$ cat config.mk
export PLATFORM = sky130hd
export DESIGN_NAME = uart_rx
export DESIGN_NICKNAME = d
export VERILOG_FILES = /design/src/rtl/uart_rx.sv
export SDC_FILE = /design/constraint.sdc
export NUM_CORES = 1
export LEC_CHECK = 0
export BUFFER_PORTS_ARGS = -buffer_cell sky130_fd_sc_hd__buf_2
export CELL_PAD_IN_SITES_DETAIL_PLACEMENT = 2
export CELL_PAD_IN_SITES_GLOBAL_PLACEMENT = 2
export CORE_ASPECT_RATIO = 1.4
export CORE_MARGIN = 2
export CORE_UTILIZATION = 38
export DETAILED_ROUTE_END_ITERATION = 6
export GPL_ROUTABILITY_DRIVEN = 0
export PLACE_DENSITY = 0.87
export SETUP_SLACK_MARGIN = 0.15
export SLEW_MARGIN = 20
export SYNTH_ARGS = -nofsm -noshare
export SYNTH_HDL_FRONTEND = slang
export SYNTH_SLANG_ARGS = --single-unit
$ cat constraint.sdc
create_clock -name clk -period 3.7 [get_ports clk]
set_clock_uncertainty 0.1 [all_clocks]
set_input_delay 0.37 -clock clk [delete_from_list [all_inputs] [get_ports clk]]
set_output_delay 0.37 -clock clk [all_outputs]
set_load 0.01 [all_outputs]
$ cat src/rtl/uart_rx.sv
// 8N1 UART receiver: two-flop input synchronizer, centre-sampling FSM,
// level rdy/clr_rdy handshake with sticky overrun and one-cycle frame_err.
module uart_rx #(
  parameter int unsigned BAUD_DIV = 2604
) (
  input  logic       clk,
  input  logic       rst,
  input  logic       RX,
  input  logic       clr_rdy,
  output logic [7:0] rx_data,
  output logic       rdy,
  output logic       frame_err,
  output logic       overrun
);

  localparam int unsigned CW = 12;
  localparam logic [CW-1:0] HALF_LOAD = CW'(BAUD_DIV / 2);
  localparam logic [CW-1:0] BIT_LOAD  = CW'(BAUD_DIV - 1);

  typedef enum logic [1:0] {IDLE, START, DATA, STOP} state_t;

  state_t        state_q, state_d;
  logic [CW-1:0] cnt_q, cnt_d;
  logic [3:0]    bit_cnt_q, bit_cnt_d;
  logic [8:0]    shift_q, shift_d;
  logic          armed_q, armed_d;
  logic          rx_meta_q, rx_s_q;
  logic [7:0]    rx_data_q, rx_data_d;
  logic          rdy_q, rdy_d;
  logic          ferr_q, ferr_d;
  logic          ovr_q, ovr_d;
  logic          expire;

  assign expire    = (cnt_q == '0);
  assign rx_data   = rx_data_q;
  assign rdy       = rdy_q;
  assign frame_err = ferr_q;
  assign overrun   = ovr_q;

  always_comb begin
    state_d   = state_q;
    cnt_d     = cnt_q;
    bit_cnt_d = bit_cnt_q;
    shift_d   = shift_q;
    armed_d   = armed_q;
    rx_data_d = rx_data_q;
    rdy_d     = rdy_q;
    ferr_d    = 1'b0;
    ovr_d     = ovr_q;

    if (clr_rdy) begin
      rdy_d = 1'b0;
      ovr_d = 1'b0;
    end

    unique case (state_q)
      IDLE: begin
        if (rx_s_q) begin
          armed_d = 1'b1;
        end else if (armed_q) begin
          state_d = START;
          cnt_d   = HALF_LOAD;
        end
      end
      START: begin
        if (!expire) begin
          cnt_d = cnt_q - CW'(1);
        end else if (!rx_s_q) begin
          state_d   = DATA;
          bit_cnt_d = '0;
          cnt_d     = BIT_LOAD;
        end else begin
          state_d = IDLE;
        end
      end
      DATA: begin
        if (!expire) begin
          cnt_d = cnt_q - CW'(1);
        end else begin
          shift_d   = {rx_s_q, shift_q[8:1]};
          bit_cnt_d = bit_cnt_q + 4'd1;
          cnt_d     = BIT_LOAD;
          if (bit_cnt_q == 4'd7) state_d = STOP;
        end
      end
      STOP: begin
        if (!expire) begin
          cnt_d = cnt_q - CW'(1);
        end else begin
          state_d = IDLE;
          // Completion overrides a same-cycle clr_rdy; overrun is dropped in that case.
          if (rx_s_q) begin
            rx_data_d = shift_q[8:1];
            rdy_d     = 1'b1;
            ovr_d     = (ovr_q | rdy_q) & ~clr_rdy;
          end else begin
            ferr_d  = 1'b1;
            armed_d = 1'b0;
          end
        end
      end
      default: state_d = IDLE;
    endcase
  end

  always_ff @(posedge clk) begin
    if (rst) begin
      state_q   <= IDLE;
      cnt_q     <= '0;
      bit_cnt_q <= '0;
      shift_q   <= '0;
      armed_q   <= 1'b1;
      rx_meta_q <= 1'b1;
      rx_s_q    <= 1'b1;
      rx_data_q <= '0;
      rdy_q     <= 1'b0;
      ferr_q    <= 1'b0;
      ovr_q     <= 1'b0;
    end else begin
      state_q   <= state_d;
      cnt_q     <= cnt_d;
      bit_cnt_q <= bit_cnt_d;
      shift_q   <= shift_d;
      armed_q   <= armed_d;
      rx_meta_q <= RX;
      rx_s_q    <= rx_meta_q;
      rx_data_q <= rx_data_d;
      rdy_q     <= rdy_d;
      ferr_q    <= ferr_d;
      ovr_q     <= ovr_d;
    end
  end

endmodule

* Yosys cells after proc, flatten, opt, wreduce, memory -nomap -nowiden *
Index checks and enable logic that the tools add are counted.

word-level totals
  register bits = 41
  bits of input ports = 4
  output and inout port bits = 11

cells by class
  $add $sub $neg = 2
  equal/unequal tests = 15
  multiplexer cells = 32
  bitwise operators = 5
  reduce and logical (&&, ||, !) cells = 11

operators with widths
  kind                     count
  $mux W12                 6
  $pmux W12 S4             1
  $ne A2 B2 Y1 const B     10
  $mux W2                  7
  $logic_not A12 Y1        1
  $mux W1                  12
  $mux W4                  3
  $reduce_and A4 Y1        3
  $sub A12 B1 Y12 const B  1
  $pmux W2 S4              1
  $pmux W4 S2              1
  $reduce_and A6 Y1        1
  $add A4 B1 Y4 const B    1
  $eq A2 B2 Y1 const B     2
  $eq A4 B3 Y1 const B     1
  $reduce_bool A2 Y1       2
  $ne A3 B3 Y1 const B     1
  $not A1 Y1               3
  $reduce_and A3 Y1        1
  $reduce_or A3 Y1         1
  $eq A2 B1 Y1 const B     1
  $logic_not A2 Y1         1
  $pmux W1 S2              1
  $reduce_and A2 Y1        1
  other kinds (2)          2

* Depth between registers and ports, before layout *
  depth in word-level cells = 5
  mapped depth = 9
  gate-level depth less buffers = 7

* Least setup slack after synthesis *
Ideal clock, no wire load.

  path kind = reg-to-reg
  start = register cnt_q[0]
  end = register cnt_q[4]
  arrival time = 1.996 ns
  data required time = 3.481 ns
  setup slack = 1.485 ns
  stages on the path, launching flop included = 9
  buffers on the path = 1
  cells stage by stage = dfxtp_1 inv_1 ha_1 or4b_1 buf_2 or3_4 o21ai_4 nor2_1 o221a_2

between the ends
  cells in the longest elaborated chain, start to end = 3

ends and longest elaborated chain
  what                                                  line  text
  start: declaration                                    23    logic [CW-1:0] cnt_q, cnt_d;
  start signal: assignment                              121   cnt_q <= cnt_d;
  $sub A12 B1 Y12 or $logic_not A12 Y1 (tied branches)  --
  $mux W12, or another cell as far along                87    if (!expire) begin
  $pmux W12 S4 or $reduce_and A4 Y1 (tied branches)     --

Several ways; a longest one is shown, not always the timed one. The select of a mux whose other input is x is not followed.
A chain may end at the register's enable or synchronous reset.

* Final worst setup path *
  start = register cnt_q[1]
  end = register cnt_q[8]

The elaborated chain is that of the path after synthesis.

==> results list <==
- Minimum clock period: 2.51 ns
- Adding up every negative setup slack in the final design gives 0 ns.
- Together, buffers and inverters on the worst path number 1.
- The run finished with clean final reports.
* Total congestion overflow: 0
- Across all register-to-register paths, the minimum setup slack is 1.19 ns.
- At the pin with the least slew margin, the transition time is 0.843 ns.
- Number of unique standard cell types used by synthesis: 50
- Hold path endpoint: rx_meta_q
* Cells traversed along the worst timing path: inv_1 > ha_1 > or4b_1 > or3_4 > a21oi_2 > a21oi_1 > o221a_2
- After detailed routing, the average wire length per cell comes to 17.7 um.
* CTS hold repair buffers: 0
* Maximum fanout along the worst path: 8
- The worst hold path was traced through 2 stages.
* Remaining antenna violation count after routing: 0
* Post-DP HPWL: 3.95 mm
* Starting density of the core: 39.7%
* Ratio of total power to cell area: 602 nW/um^2
* Proportion of power drawn by flip-flops and latches: 37.2%
- The initial antenna violation count is 0.
- Setup violations remaining at the end of the flow were counted as 0.
* Maximum number of pins on one net before global-route repair: 39
- Wires add up to 5.46 mm.
- Headroom to the max-slew limit: 43.4%
- The worst-case IR drop observed on VDD is 0.000326 V.
- Count of nets after finishing: 255
- Switching share of power: 37.5%
* Cell count along the critical path: 7
- Maximum clock frequency: 0.398 GHz
- The count of pins over their slew limit was 0.
* Final Cycle Share: 67.9%
- In this run the vertical extent of the chip is 88.5 um.
- In this run the most critical hold path is launched from RX.
* Worst-case reg-to-reg path depth: 7
* Diodes inserted: 0
* Clock Power Share: 28.5%
- MaxCap Viol Count: 0
- The worst setup path is launched from a register.
- After synthesis the netlist holds a flip-flop and latch count of 40.
- Buffers placed on the I/O ports in this run total 14.
- Register area share after synthesis: 41.3%
- Combinational cells account for 34.3% of the total power.
- Area delta synth->final: 11.0%
- STA classifies the critical path endpoint as a register.
- Data on the critical path is required at its endpoint by 3.79 ns.
* Most instantiated flip-flop cell in the synthesis netlist: dfxtp_1
* Critical register-to-register path endpoint: cnt_q[8]
* Vias in the first global route: 1870
* Maximum root-to-sink buffer count: 2
- Cells with a size suffix above 1 make up 14.7% of the layout.
- Global routing used 21.4% of the available tracks.
- The most critical setup path has its startpoint at cnt_q[1].
- Using the TritonRoute via totals, the vias-per-cell ratio works out to 5.63.
- Row generation in the floorplan step produced 30 rows.
- Worst min path class: in -> reg
* Cell leakage power: 0.820 nW
* Clock tree from TritonCTS: yes
- For the worst setup path, the data arrival time is 2.60 ns.
- Setup repair after global routing left no endpoint under its margin.
- After clock tree synthesis, the setup repair step added 0 buffers.
- Worst-path cell with the longest stage delay: or4b_1
- The first routing iteration left 45 violations.
* Reg-to-Reg Start: cnt_q[1]
* Largest stage delay on the critical path: 0.66 ns
- Top-Level Pins: 15
* DRC Markers: 0
* Number of flops mapped to enable cells by yosys: 0
- Across all setup checks in the final design, the least slack found is 1.19 ns.
- Clock-pin transition on the worst setup and hold timing paths: 0.08 ns
- The die covers 5700 um^2.
* Number of optimization iterations in the first detailed-route pass: 4
* Vias after detailed routing: 1740
* Global-route wire length before repair: 9.29 mm
- Placeable Area: 4880 um^2
* Count of yosys warnings during synthesis: 0
* Post-CTS sizing: 0
- OpenSTA, run right after detailed placement, puts the worst setup slack at 1.22 ns.
- Mapped Cells: 235
- The critical path is of the reg -> reg type.
* Syn_nets: 246
* Average size of a mapped cell: 8.25 um^2
- Cell Area, Synth: 1940 um^2
- Net Switching: 0.486 mW
* CTS root buf: clkbuf_8
- Horiz. Die Dim: 64.4 um
- Internal power contribution: 0.809 mW
* Largest delay contributor family on the critical path: simple AND/OR/NAND/NOR gates
- Number of levels in the clock H-tree: 2
- Counting flops with an async set or reset pin after synthesis yields a share of 0%.
* Clock Sinks: 40
- TritonCTS buffer count: 5
- The final number of hold-violating endpoints is 0.
- Worst skew pair latency: 0.29 ns
[layout by cell type (no fill, tap or decap), drive strengths merged, types with 3 or more instances in the layout]
cell type   n
o22ai       3
clkbuf      5
dfxtp      40
a21oi      30
nor3        9
inv        10
a21o        4
ha          7
or3         5
a221oi      3
nand3       3
nor4        4
buf        14
o21ai      13
nor2       11
nand2      44
or4         3
nor2b       3
or2         4
[synthesized netlist by cell type (4+ instances only)]
cell	n	area share (%)
a21o_1	4	1.5
nor3_1	8	2.1
inv_1	10	1.9
a21oi_1	29	7.5
or3_1	4	1.3
clkbuf_1	8	1.5
nor2_1	11	2.1
ha_1	7	4.5
o21ai_0	11	2.8
dfxtp_1	40	41
or2_2	4	1.3
nand2_1	43	8.3
[area by class of cell]
type / count / area [um^2]
sequential: 40 / 801
multi-input combinational: 173 / 1050
clock inverter: 3 / 47.5
clock buffer: 5 / 68.8
fill: 567 / 2730
inverter: 10 / 37.5
timing repair buffer: 14 / 70.1
tap: 64 / 80.1
[cell families after synthesis]
family / Yosys count / synth area share [%]
and+or+nand+nor: 95 / 25.5
AOI/OAI and AO/OA: 69 / 23.1
DFF: 40 / 41.3
buffers and inverters: 22 / 4.65
adders and majority gates: 7 / 4.52
xor gates and xnor gates: 1 / 0.452
muxes: 1 / 0.516
[flip-flops by register name (all words and copies together), names as in the netlist, named ones only]
name and cells:
bit_cnt_q 4, rx_meta_q 1, rx_data 8, cnt_q 12, rx_s_q 1, rdy 1
armed_q 1, frame_err 1, shift_q 8, state_q 1, overrun 1
[metal layers]
| layer | global-route usage (%) | wire length (um) | up-vias |
|---|---|---|---|
| met5 | 0 | 0 | - |
| met2 | 41.5 | 3060 | 17 |
| met3 | 4.33 | 128 | 5 |
| li1 | - | - | 859 |
| met4 | 6.00 | 49 | 0 |
| met1 | 23.6 | 2220 | 859 |
[worst max path at each step]
stage,end,slack (ns)
final,cnt_q[8],1.19
after global routing,bit_cnt_q[2],1.01
after CTS,register,1.17
after detailed placement,cnt_q[4],1.22
after global placement,cnt_q[4],1.26
after floorplan,cnt_q[4],1.48
[power by group through the flow]
stage	Combinational (mW)	Sequential, mW	Clock, mW
6_report	0.444	0.482	0.369
5_1_grt	0.492	0.487	0.397
3_3_place_gp	0.422	0.491	0
2_1_floorplan	0.357	0.482	0
3_5_place_dp	0.437	0.492	0
4_1_cts	0.447	0.483	0.381
[through the flow]
stage	hold WS (ns)	instance area, um^2	utilization, %	total power, mW	instances
after CTS	0.147	2150	44.1	1.31	309
after floorplan	0.289	1940	-	0.839	235
after global placement	0.292	2040	41.7	0.914	301
after detailed placement	0.304	2040	41.7	0.929	301
after global routing	0.151	2150	44.1	1.38	309
final	0.154	2150	44.1	1.30	309
(Power assumes the default switching activity.)
